[config.mk]
export PLATFORM = sky130hd
export DESIGN_NAME = fetch_sequencer_flat
export DESIGN_NICKNAME = d
export VERILOG_FILES = /design/src/rtl/fetch_sequencer_pkg.sv /design/src/rtl/fetch_sequencer_if.sv /design/src/rtl/fetch_next_pc.sv /design/src/rtl/fetch_sequencer.sv /design/src/flat_wrapper.sv
export SDC_FILE = /design/constraint.sdc
export NUM_CORES = 1
export LEC_CHECK = 0
export BUFFER_PORTS_ARGS = -buffer_cell sky130_fd_sc_hd__buf_2
export CAP_MARGIN = 20
export CORE_UTILIZATION = 48
export DETAILED_ROUTE_END_ITERATION = 6
export GPL_TIMING_DRIVEN = 1
export PLACE_DENSITY = 0.87
export REMOVE_ABC_BUFFERS = 1
export SYNTH_ARGS = -nofsm -noshare
export SYNTH_HDL_FRONTEND = slang
export SYNTH_HIERARCHICAL = 1
export SYNTH_SLANG_ARGS = --single-unit
[constraint.sdc]
create_clock -name clk -period 2.8 [get_ports clk]
set_input_delay 0.84 -clock clk [delete_from_list [all_inputs] [get_ports clk]]
set_output_delay 0.84 -clock clk [all_outputs]
set_load 0.02 [all_outputs]
[src/rtl/fetch_sequencer_pkg.sv]
// Shared types and constants for the fetch-stage PC sequencer.
package fetch_sequencer_pkg;

  localparam int unsigned ADDR_W  = 9;
  localparam int unsigned BLOCK_W = 16;

  typedef logic [ADDR_W-1:0]  addr_t;
  typedef logic [BLOCK_W-1:0] block_t;

  typedef struct packed {
    addr_t  pc;
    block_t word;
  } inst_t;

  localparam block_t HALT_WORD = 16'hffff;
  localparam block_t NOP_WORD  = 16'h0000;

  typedef enum logic [1:0] {
    StRun,
    StRedirect,
    StDrain,
    StHalt
  } seq_state_t;

endpackage

[src/rtl/fetch_sequencer_if.sv]
// Fetch sequencer bus: redirect requests and the fetch output in, PC and status out.
interface fetch_sequencer_if;
  import fetch_sequencer_pkg::*;

  logic  branch_valid;
  addr_t branch_target;
  logic  jump_valid;
  addr_t jump_target;
  logic  consumed_inst;
  inst_t fetched_inst;
  addr_t pc;
  logic  do_branch;
  logic  do_jump;
  logic  halted;
  logic  draining;

  modport master (
    input  branch_valid, branch_target, jump_valid, jump_target, consumed_inst, fetched_inst,
    output pc, do_branch, do_jump, halted, draining
  );

  modport slave (
    output branch_valid, branch_target, jump_valid, jump_target, consumed_inst, fetched_inst,
    input  pc, do_branch, do_jump, halted, draining
  );

endinterface

[src/rtl/fetch_next_pc.sv]
// Combinational next-PC selection: branch over jump over sequential/hold, plus halt detect.
module fetch_next_pc
  import fetch_sequencer_pkg::*;
(
  input  seq_state_t state_i,
  input  addr_t      pc_i,
  input  logic       branch_valid_i,
  input  addr_t      branch_target_i,
  input  logic       jump_valid_i,
  input  addr_t      jump_target_i,
  input  logic       consumed_i,
  input  block_t     word_i,
  output addr_t      pc_o,
  output logic       branch_o,
  output logic       jump_o,
  output logic       halt_o
);

  always_comb begin
    pc_o     = pc_i;
    branch_o = 1'b0;
    jump_o   = 1'b0;
    halt_o   = 1'b0;
    unique case (state_i)
      StRun, StRedirect, StDrain: begin
        if (branch_valid_i) begin
          pc_o     = branch_target_i;
          branch_o = 1'b1;
        end else if (jump_valid_i) begin
          pc_o   = jump_target_i;
          jump_o = 1'b1;
        end else if (state_i != StDrain && consumed_i) begin
          // The word fetched right after a redirect is wrong-path, so it cannot halt us.
          if (state_i == StRun && word_i == HALT_WORD) begin
            halt_o = 1'b1;
          end else begin
            pc_o = pc_i + addr_t'(1);
          end
        end
      end
      StHalt: ;
      default: ;
    endcase
  end

endmodule

[src/rtl/fetch_sequencer.sv]
// Fetch-stage PC owner: redirect strobes, halt detection, drain window and front-end freeze.
module fetch_sequencer
  import fetch_sequencer_pkg::*;
#(
  parameter int unsigned DRAIN_CYCLES = 3
) (
  input logic                clk,
  input logic                rst,
  fetch_sequencer_if.master  seq_io
);

  localparam int unsigned CntW = 4;

  seq_state_t      state_q;
  addr_t           pc_q, pc_d;
  logic            do_branch_q, do_jump_q, halted_q, draining_q;
  logic [CntW-1:0] cnt_q;
  logic            take_branch, take_jump, halt_det, redirect;

  fetch_next_pc u_next_pc (
    .state_i         (state_q),
    .pc_i            (pc_q),
    .branch_valid_i  (seq_io.branch_valid),
    .branch_target_i (seq_io.branch_target),
    .jump_valid_i    (seq_io.jump_valid),
    .jump_target_i   (seq_io.jump_target),
    .consumed_i      (seq_io.consumed_inst),
    .word_i          (seq_io.fetched_inst.word),
    .pc_o            (pc_d),
    .branch_o        (take_branch),
    .jump_o          (take_jump),
    .halt_o          (halt_det)
  );

  assign redirect = take_branch | take_jump;

  always_ff @(posedge clk or negedge rst) begin
    if (!rst) begin
      state_q     <= StRun;
      pc_q        <= '0;
      do_branch_q <= 1'b0;
      do_jump_q   <= 1'b0;
      halted_q    <= 1'b0;
      draining_q  <= 1'b0;
      cnt_q       <= '0;
    end else begin
      pc_q        <= pc_d;
      do_branch_q <= take_branch;
      do_jump_q   <= take_jump;
      unique case (state_q)
        StRun: begin
          if (redirect) begin
            state_q <= StRedirect;
          end else if (halt_det) begin
            state_q    <= StDrain;
            draining_q <= 1'b1;
            cnt_q      <= CntW'(DRAIN_CYCLES - 1);
          end
        end
        StRedirect: state_q <= redirect ? StRedirect : StRun;
        StDrain: begin
          // An older redirect arriving in the window means the halt was on a wrong path.
          if (redirect) begin
            state_q    <= StRedirect;
            draining_q <= 1'b0;
          end else if (cnt_q == '0) begin
            state_q    <= StHalt;
            draining_q <= 1'b0;
            halted_q   <= 1'b1;
          end else begin
            cnt_q <= cnt_q - 1'b1;
          end
        end
        StHalt: ;
        default: state_q <= StRun;
      endcase
    end
  end

  assign seq_io.pc        = pc_q;
  assign seq_io.do_branch = do_branch_q;
  assign seq_io.do_jump   = do_jump_q;
  assign seq_io.halted    = halted_q;
  assign seq_io.draining  = draining_q;

endmodule

[src/flat_wrapper.sv]
// flat-port wrapper written by rule: the top's interface ports become plain ports
module fetch_sequencer_flat import fetch_sequencer_pkg::*;
#(
  parameter int unsigned DRAIN_CYCLES = 3
)
  (clk, rst, seq_io_branch_valid, seq_io_branch_target, seq_io_jump_valid, seq_io_jump_target, seq_io_consumed_inst, seq_io_fetched_inst, seq_io_pc, seq_io_do_branch, seq_io_do_jump, seq_io_halted, seq_io_draining);
  fetch_sequencer_if seq_io_i ();
  input logic clk;
  input logic rst;
  input wire logic [$bits(seq_io_i.branch_valid)-1:0] seq_io_branch_valid;
  input wire logic [$bits(seq_io_i.branch_target)-1:0] seq_io_branch_target;
  input wire logic [$bits(seq_io_i.jump_valid)-1:0] seq_io_jump_valid;
  input wire logic [$bits(seq_io_i.jump_target)-1:0] seq_io_jump_target;
  input wire logic [$bits(seq_io_i.consumed_inst)-1:0] seq_io_consumed_inst;
  input wire logic [$bits(seq_io_i.fetched_inst)-1:0] seq_io_fetched_inst;
  output wire logic [$bits(seq_io_i.pc)-1:0] seq_io_pc;
  output wire logic [$bits(seq_io_i.do_branch)-1:0] seq_io_do_branch;
  output wire logic [$bits(seq_io_i.do_jump)-1:0] seq_io_do_jump;
  output wire logic [$bits(seq_io_i.halted)-1:0] seq_io_halted;
  output wire logic [$bits(seq_io_i.draining)-1:0] seq_io_draining;
  assign seq_io_i.branch_valid = seq_io_branch_valid;
  assign seq_io_i.branch_target = seq_io_branch_target;
  assign seq_io_i.jump_valid = seq_io_jump_valid;
  assign seq_io_i.jump_target = seq_io_jump_target;
  assign seq_io_i.consumed_inst = seq_io_consumed_inst;
  assign seq_io_i.fetched_inst = seq_io_fetched_inst;
  assign seq_io_pc = seq_io_i.pc;
  assign seq_io_do_branch = seq_io_i.do_branch;
  assign seq_io_do_jump = seq_io_i.do_jump;
  assign seq_io_halted = seq_io_i.halted;
  assign seq_io_draining = seq_io_i.draining;
  fetch_sequencer #(.DRAIN_CYCLES(DRAIN_CYCLES)) u_core (.clk(clk), .rst(rst), .seq_io(seq_io_i));
endmodule
==> out/metrics.cfg <==
[die]
num_rows=19
core-area_um2=2810
die_w_um=57.1
ios=61
start_util_pct=52.0
die-area_um2=3260
die_y_um=57.1

[logic_synthesis]
synth_compound_area_share_pct=26.9
muxShareOfSynthArea_pct=0.687
syn_area_um2=1460
syn_area_per_cell_um2=8.68
synth-seq-cells=19
synth_simple_gate_area_share_pct=28.9
synth_top_family_by_area=simple AND/OR/NAND/NOR gates
dominantRegCellSynth=dfrtp_1
yosys_warnings=6
syn_inst=168
synth_xor_area_share_pct=0
async_flop_share_pct=100
synth_adder_area_share_pct=5.15
synth_edf_count=0
yosysSeqAreaShare_pct=32.6
yosysUniqueCellTypes=52

[worst_setup_path]
regToRegEndpoint=u_core/seq_io.draining
worstSetupStartpoint=seq_io_fetched_inst[6]
cp.arrival_ns=2.42
endpoint_kind=register
worstRegToRegCells=7
worstReg2RegStart=u_core/state_q[1]
ff2ff_setup_slack_ns=0.75
crit_family=simple AND/OR/NAND/NOR gates
crit_fanout=4
worstSetupPathType=in2reg
worstPathCellList=buf_2 -> nand4_1 -> nor4_4 -> nand2_1 -> nor3_1 -> buf_4 -> or3b_2 -> a22oi_1 -> o22ai_1
cp_slowest_cell=or3b_2
critPathBufInv=2
cp_slowest_stage_delay_ns=0.43
critPathLaunchType=input port
worstPathRequired_ns=2.97

[cts]
cts_sinks=19
clk_pin_slew_ns=0.12
cts-hold-fix-buffers=0
clock_latency_ns=0.31
cts_resized=0
cts_tree=built
clockBufferDepth=2
cts_buffers=3
cts_root_buffer=clkbuf_4
cts_setup_buffers=0
htree_levels=1

[drt]
remaining_drc_errors=10
wirelength_mm=3.52
drt_iter0_drc=82
met1Wirelength_mm=1.54
firstDrtPassIters=7
dr_wl_met3_um=247
ant_nets=0
wl_per_cell_um=14.1
dr.max_layer_used=met3
met2WireLength_mm=1.73
viasPerCell=6.10
route.vias.total=1520

[hold_path]
hold_class=in2async

[sta]
maxSlewViolCount=0
tightest_slew_ns=0.750
tns_ns=0
rsz0062_at_grt=no
finalCritPeriodShare_pct=80.4
finalSetupViolations=0
timing.fmax_ghz=0.444
skew_ns=0.00832
finalCriticalPeriod_ns=2.25
finalHoldViolCount=0
max-slew-margin-rel_pct=50.0

[job]
maxCapViolations=0

[placement]
dp.final_hpwl_mm=2.63
place_congestion=0.859
portBuffers=51

[global_routing]
grt_max_degree=20
grt_pass1_wl_mm=5.78
grt_use_total_pct=22.7
grt_pass1_vias=1282
antenna_found_initial=0
gr-total-overflow=0

[cells_and_area]
n_antenna_cell=0
drive_gt1_share_pct=31.2
filler_cell_count=245
register_area_um2=475
area.growth.synth_to_final_pct=19.8
layout.nets=273
multiInputGateArea_um2=898

[run_status]
status=finished, violations left
violations=DRC

[power_and_ir_drop]
fin_total_pwr_mw=1.31
p_per_area_nw_per_um2=748
p_leak_nw=0.820
vdd_drop_max_uv=502

-- cells in the final DEF, fill, tap and decap left out, drive strengths merged, types with 4 or more instances in the layout --
| master | count |
|---|---|
| buf | 54 |
| nand3 | 4 |
| nand4 | 8 |
| ha | 6 |
| and3 | 7 |
| dfrtp | 19 |
| nor2b | 4 |
| nand2 | 15 |
| nor2 | 14 |
| inv | 8 |
| o21ai | 13 |
| clkbuf | 4 |
| a22oi | 8 |
-- report_power, final --
group	internal (mW)	leakage, nW	switching [mW]
logic	0.272	0.577	0.406
registers	0.368	0.228	0.115
clock network	0.0556	0.0150	0.0898
-- Yosys cell counts, types with 2 or more instances --
cell,count,share of area (%)
or2_2,2,0.86
buf_6,2,1.5
and2_1,3,1.3
buf_2,3,1.0
a221oi_2,2,2.1
o22ai_1,3,1.3
a21oi_1,2,0.69
nor3b_1,3,1.5
inv_1,8,2.1
nor4_1,2,0.86
ha_1,6,5.2
a311o_1,2,1.4
dfrtp_1,19,33
a21o_1,2,1.0
nor2_1,14,3.6
nor3_1,3,1.0
nor2b_1,3,1.3
a211oi_1,2,1.0
o21ai_0,13,4.5
a22oi_1,8,4.1
nand3_1,4,1.4
nand2_1,15,3.9
o211ai_1,3,1.5
nand4_1,8,3.4
nand2b_1,3,1.3
and3_1,7,3.0
-- through the flow --
stage / utilization (%) / cells / setup WS (ns) / cell area, um2 / hold WS [ns]
2_1_floorplan: - / 160 / 0.374 / 1400 / 0.528
3_5_place_dp: 61.3 / 245 / 0.217 / 1720 / 0.470
5_1_grt: 62.3 / 249 / 0.464 / 1750 / 0.484
4_1_cts: 62.3 / 249 / 0.542 / 1750 / 0.470
3_3_place_gp: 61.3 / 245 / 0.219 / 1720 / 0.450
6_report: 62.3 / 249 / 0.548 / 1750 / 0.455
-- sequential cells by signal, indices dropped and copies added (netlist names) --
name,flops
u_core/cnt_q,4
u_core/seq_io.do_branch,1
u_core/seq_io.do_jump,1
u_core/seq_io.draining,1
u_core/seq_io.halted,1
u_core/seq_io.pc,9
u_core/state_q,2
-- worst max-delay path by stage --
stage,cells after the start,to,slack [ns]
6_report,9,u_core/seq_io.draining,0.55
5_1_grt,9,u_core/seq_io.draining,0.46
4_1_cts,9,u_core/seq_io.draining,0.54
3_5_place_dp,9,u_core/seq_io.draining,0.22
3_3_place_gp,9,u_core/seq_io.draining,0.22
2_1_floorplan,7,u_core/seq_io.draining,0.37
-- logic make-up (layout without fill, tap and decap cells) --
group           Yosys count  after routing
compound gates           52             52
fa+ha+maj                 6              6
buf+inv                  16             66
flops                    19             19
mux                       1              1
simple gates             74             74
-- per-layer routing --
layer	track usage (%)	vias up
met3	4.99	0
li1	-	740
met2	37.3	58
met5	0	-
met4	4.18	0
met1	31.1	722
-- final cells by class --
type | count | share of cell area [%]
tap | 31 | 2.22
inverter | 8 | 1.72
multi-input combinational | 133 | 51.4
sequential | 19 | 27.2
clock buffer | 4 | 1.50
timing repair buffer | 54 | 15.9
No activity file was read; power rests on OpenSTA's default activity.
